`src/rtl/seq_det_ctrl.sv`:
```
`default_nettype none
// ============================================================================
//  Module   : seq_det_ctrl
//  Function : Accepts a WORD_W-bit word over a valid/ready handshake, shifts it
//             MSB-first through an embedded run-length detector (RUN_LEN equal
//             consecutive bits = hit), counts hits and reports the hit count
//             and first-hit bit index over a second valid/ready handshake.
//  Options  : SEQ_CTRL_STICKY_EN - when defined, detector history (run count
//             and last bit) survives word accepts and is cleared only by
//             reset, so runs may continue across consecutive words.
//  Revision : 1.0 - initial release
// ============================================================================
module seq_det_ctrl #(
  parameter int WORD_W  = 8,
  parameter int RUN_LEN = 4,
  parameter int CNT_W   = 4
) (
  input  logic                      clk,
  input  logic                      rst_n,
  input  logic                      in_valid,
  input  logic [WORD_W-1:0]         in_data,
  output logic                      in_ready,
  output logic                      out_valid,
  input  logic                      out_ready,
  output logic [CNT_W-1:0]          out_hits,
  output logic [$clog2(WORD_W)-1:0] out_first,
  output logic                      hit,
  output logic [1:0]                state_dbg
);

  localparam int IDX_W = $clog2(WORD_W);
  localparam int RUN_W = 4;

  localparam logic [1:0]       c_st_idle   = 2'd0;
  localparam logic [1:0]       c_st_shift  = 2'd1;
  localparam logic [1:0]       c_st_report = 2'd2;

  localparam logic [IDX_W-1:0] c_last_idx  = IDX_W'(WORD_W - 1);
  localparam logic [IDX_W-1:0] c_idx_one   = IDX_W'(1);
  localparam logic [RUN_W-1:0] c_run_max   = RUN_W'(RUN_LEN);
  localparam logic [RUN_W-1:0] c_run_one   = RUN_W'(1);
  localparam logic [CNT_W-1:0] c_cnt_max   = {CNT_W{1'b1}};
  localparam logic [CNT_W-1:0] c_cnt_one   = CNT_W'(1);

  logic [1:0]        state_q, state_d;
  logic [WORD_W-1:0] shreg_q, shreg_d;
  logic [IDX_W-1:0]  idx_q,   idx_d;
  logic [CNT_W-1:0]  hits_q,  hits_d;
  logic [IDX_W-1:0]  first_q, first_d;
  logic              found_q, found_d;
  logic [RUN_W-1:0]  run_q,   run_d;
  logic              prev_q,  prev_d;
  logic              hist_q,  hist_d;

  logic              w_accept;
  logic              w_bit;
  logic [RUN_W-1:0]  w_run_upd;
  logic              w_hit;

  // FSM state register; state 3 is unreachable and falls back to IDLE
  always_ff @(posedge clk or negedge rst_n) begin
    if (!rst_n) begin
      state_q <= c_st_idle;
    end else begin
      state_q <= state_d;
    end
  end

  // FSM next-state logic
  always_comb begin
    state_d = state_q;
    case (state_q)
      c_st_idle:   if (in_valid)            state_d = c_st_shift;
      c_st_shift:  if (idx_q == c_last_idx) state_d = c_st_report;
      c_st_report: if (out_ready)           state_d = c_st_idle;
      default:                              state_d = c_st_idle;
    endcase
  end

  // FSM outputs: handshakes and LED debug encoding
  always_comb begin
    in_ready  = (state_q == c_st_idle);
    out_valid = (state_q == c_st_report);
    state_dbg = state_q;
  end

  // Detector: run length after taking the current MSB; saturates at RUN_LEN
  // so a long run keeps producing a hit on every further equal bit
  always_comb begin
    w_accept = (state_q == c_st_idle) && in_valid;
    w_bit    = shreg_q[WORD_W-1];
    if (!hist_q || (w_bit != prev_q)) begin
      w_run_upd = c_run_one;
    end else if (run_q == c_run_max) begin
      w_run_upd = c_run_max;
    end else begin
      w_run_upd = run_q + c_run_one;
    end
    w_hit = (state_q == c_st_shift) && (w_run_upd == c_run_max);
  end

  // Datapath next-state: load on accept, shift/count while scanning
  always_comb begin
    shreg_d = shreg_q;
    idx_d   = idx_q;
    hits_d  = hits_q;
    first_d = first_q;
    found_d = found_q;
    run_d   = run_q;
    prev_d  = prev_q;
    hist_d  = hist_q;
    if (w_accept) begin
      shreg_d = in_data;
      idx_d   = '0;
      hits_d  = '0;
      first_d = '0;
      found_d = 1'b0;
`ifdef SEQ_CTRL_STICKY_EN
      // history carried over so runs may straddle consecutive words
`else
      run_d   = '0;
      prev_d  = 1'b0;
      hist_d  = 1'b0;
`endif
    end else if (state_q == c_st_shift) begin
      shreg_d = {shreg_q[WORD_W-2:0], 1'b0};
      idx_d   = idx_q + c_idx_one;
      run_d   = w_run_upd;
      prev_d  = w_bit;
      hist_d  = 1'b1;
      if (w_hit) begin
        if (hits_q != c_cnt_max) begin
          hits_d = hits_q + c_cnt_one;
        end
        if (!found_q) begin
          first_d = idx_q;
          found_d = 1'b1;
        end
      end
    end
  end

  // Datapath registers, cleared asynchronously by reset
  always_ff @(posedge clk or negedge rst_n) begin
    if (!rst_n) begin
      shreg_q <= '0;
      idx_q   <= '0;
      hits_q  <= '0;
      first_q <= '0;
      found_q <= 1'b0;
      run_q   <= '0;
      prev_q  <= 1'b0;
      hist_q  <= 1'b0;
    end else begin
      shreg_q <= shreg_d;
      idx_q   <= idx_d;
      hits_q  <= hits_d;
      first_q <= first_d;
      found_q <= found_d;
      run_q   <= run_d;
      prev_q  <= prev_d;
      hist_q  <= hist_d;
    end
  end

  // Report values held in registers so they stay stable under backpressure
  always_comb begin
    out_hits  = hits_q;
    out_first = first_q;
    hit       = w_hit;
  end

endmodule
`default_nettype wire
```
`config.mk`:
```
export PLATFORM = sky130hd
export DESIGN_NAME = seq_det_ctrl
export DESIGN_NICKNAME = d
export VERILOG_FILES = /design/src/rtl/seq_det_ctrl.sv
export SDC_FILE = /design/constraint.sdc
export NUM_CORES = 1
export LEC_CHECK = 0
export CORE_UTILIZATION = 46
export CTS_CLUSTER_SIZE = 8
export DETAILED_ROUTE_END_ITERATION = 8
export PLACE_DENSITY_LB_ADDON = 0.08
export SLEW_MARGIN = 20
export SYNTH_ARGS = -nofsm -noshare
export SYNTH_HDL_FRONTEND = slang
export SYNTH_SLANG_ARGS = --single-unit
```
`constraint.sdc`:
```
create_clock -name clk -period 1.9 [get_ports clk]
set_input_delay 0.57 -clock clk [delete_from_list [all_inputs] [get_ports clk]]
set_output_delay 0.57 -clock clk [all_outputs]
set_load 0.01 [all_outputs]
```
==> flow_summary.ini <==
[layout]
final_cells = 209
fillCellCount = 218
antennaDiodeCount = 0
multi_input_area_sq_um = 683
drive_gt1_frac = 0.253
mostFrequentLayoutCell = nand2_1
design_area_sq_um = 1850
final_cell_mix = nand2_1, dfrtp_1, buf_4, clkdlybuf4s50_1
area_growth_pct = 36.0
regArea_sq_um = 676
num-nets-final = 196

[clock_tree]
cts_root_buffer = clkbuf_4
cts_buffers = 3
clock_sinks = 27
insertion_delay_ps = 320
hold_buffers = 0
cts_tree = done
cts.clk_slew.worst_paths_ps = 140
cts.path.max_buffers = 2
htreeDepth = 1

[floorplanning]
die_h_um = 56.4
core_area_sq_um = 2780
start_util = 0.489
die_x_um = 56.4
io_pins = 24
dieArea_sq_um = 3180
num_rows = 19

[global_route]
grt_use_total = 0.197
overflow = 0
grt_pass1_vias = 1116
grt_antenna_before_repair = 0
grt_pass1_wl_mm = 4.97
grt_max_degree = 28

[pwr]
finalPower_uw = 2510
swShare = 0.388
p_switching_uw = 973
vdd_drop_max_mv = 1.06
p_leak_uw = 0.000950
sequentialPowerShare = 0.362
pwr_density_cell_nw_per_um2 = 1350
p_int_uw = 1540
p_comb_frac = 0.541
p_clk_frac = 0.097

[setup_path]
start_kind = flip-flop
arrival_ps = 1670
cp_slowest_cell = dfrtp_1
worstPathCellList = inv_1, ha_4, nand3b_4, a211oi_4, and3_4, buf_6
endpoint_kind = output pin
critPathMaxFanout = 3
crit_required_ps = 1330
critPathKind = flip-flop to output pin
max_stage_delay_ps = 400

[drt]
drt-total-wl_mm = 2.78
drtPass1Iterations = 4
drc = 0
vias_per_cell = 5.28
detail_route.iter0.violations = 36
num_vias = 1104
detail-route-antenna-nets = 0
wl_per_cell_um = 13.3

[timing]
hold_ws_ps = 486
skew_ps = 8.33
max_slew_margin = 0.730
slew_violations = 0
rsz0062_at_grt = yes
fmax_ghz = 0.446
setup_viol = 1
timing.final.crit_share = 1.18
timing.final.ws_setup_ps = -341
tightest_slew_ps = 405
finalHoldViolCount = 0
period_minus_slack_ps = 2240

[yosys]
syn_area_sq_um = 1360
synth_fp_nets = 148
syn_inst = 131
ys_ff_latch = 27
yosys_warnings = 0
ys.flop_type = dfrtp_1
synth.distinct_cells = 35
async_reset_ff_frac = 1.00
synth_edf_count = 0
seq_area_frac_synth = 0.496
syn_avg_cell_area_sq_um = 10.4

[place]
io_buffers = 23
dp_cells = 199
dp_slack_ps = -447
hpwlAfterDp_mm = 2.01
gp_congestion = 0.826
dpl_cell_area_sq_um = 1740

[status]
outcome = finished, violations left
violations = negative setup slack

[min_path]
min_path_type = flip-flop to flip-flop

[job]
max_cap_violations = 0
==> logic make-up after synthesis <==
kind of cell / after synthesis / synth area share
fa+ha+maj: 5 / 0.0460
simple gates: 58 / 0.217
xor+xnor: 1 / 0.00643
buf+inv: 9 / 0.0322
mux: 6 / 0.0533
flops: 27 / 0.496
compound gates: 25 / 0.149
==> worst max-delay path, delay by kind of cell (launching register included) <==
kind	cells	cell delay, ps
flops	1	400
simple gates	2	320
compound gates	1	240
buf+inv	2	230
fa+ha+maj	1	180
==> state kept, by name, summed over array words and instances (netlist names) <==
signal	flops
out_hits	4
shreg_q	8
run_q	4
idx_q	3
state_dbg	2
prev_q	1
out_first	3
hist_q	1
found_q	1
==> power by group through the flow <==
stage | clock network [uW] | registers [uW] | logic (uW)
2_1_floorplan | 0 | 943 | 732
3_3_place_gp | 0 | 918 | 1220
3_5_place_dp | 0 | 927 | 1260
4_1_cts | 255 | 908 | 1340
5_1_grt | 272 | 938 | 1510
6_report | 243 | 909 | 1360
==> path summary, 6_finish.rpt <==
check / slack (ps) / startpoint / depth (start not counted) / to
worst max register to register: 70 / run_q[0] / 9 / out_hits[2]
worst min-delay path: 490 / found_q / 1 / found_q
max in group asynchronous: 1030 / rst_n / 2 / state_dbg[1]
min in group asynchronous: 610 / rst_n / 2 / out_hits[2]
worst min register to register: 490 / found_q / 1 / found_q
worst max-delay path: -340 / run_q[1] / 6 / hit
==> cells in the mapped netlist, types with 2 or more instances <==
master   count  area (sq um)
nor2b_1      3          18.8
dfrtp_1     27           676
nand3_1      3          15.0
mux2i_1      5          50.1
nor2_1       4          15.0
a41oi_1      2          17.5
a22oi_1      7          52.6
o21ai_0      7          35.0
nand2_1     37           139
buf_2        2          10.0
ha_1         5          62.6
o32ai_1      2          17.5
inv_1        5          18.8
==> metrics by stage <==
| step | TNS, ps | util |
|---|---|---|
| finish | -341 | 0.666 |
| global route | -409 | 0.666 |
| CTS | -374 | 0.659 |
| detailed placement | -447 | 0.627 |
| global placement | -381 | 0.627 |
| floorplan | 0 | - |
==> cell type report <==
type / instances / share of cell area
inverters: 5 / 0.0101
clock buffers: 4 / 0.0142
repair buffers: 47 / 0.221
well taps: 31 / 0.0209
flip-flops and latches: 27 / 0.365
multi-input cells: 95 / 0.369
==> routing by layer <==
| metal | global-route usage | share of wire | vias to the layer above |
|---|---|---|---|
| met5 | 0 | 0 | - |
| met3 | 0.0300 | 0.033 | 2 |
| li1 | - | - | 550 |
| met4 | 0.0523 | 0.0068 | 0 |
| met1 | 0.268 | 0.47 | 532 |
| met2 | 0.330 | 0.49 | 20 |
==> what timing repair did <==
item,CTS,global route
hold endpoints to repair,0,0
buffers inserted,5,1
gates resized for setup,14,8
setup endpoints to repair,8,4
pin swaps,4,4
No activity file was read; power rests on OpenSTA's default activity.
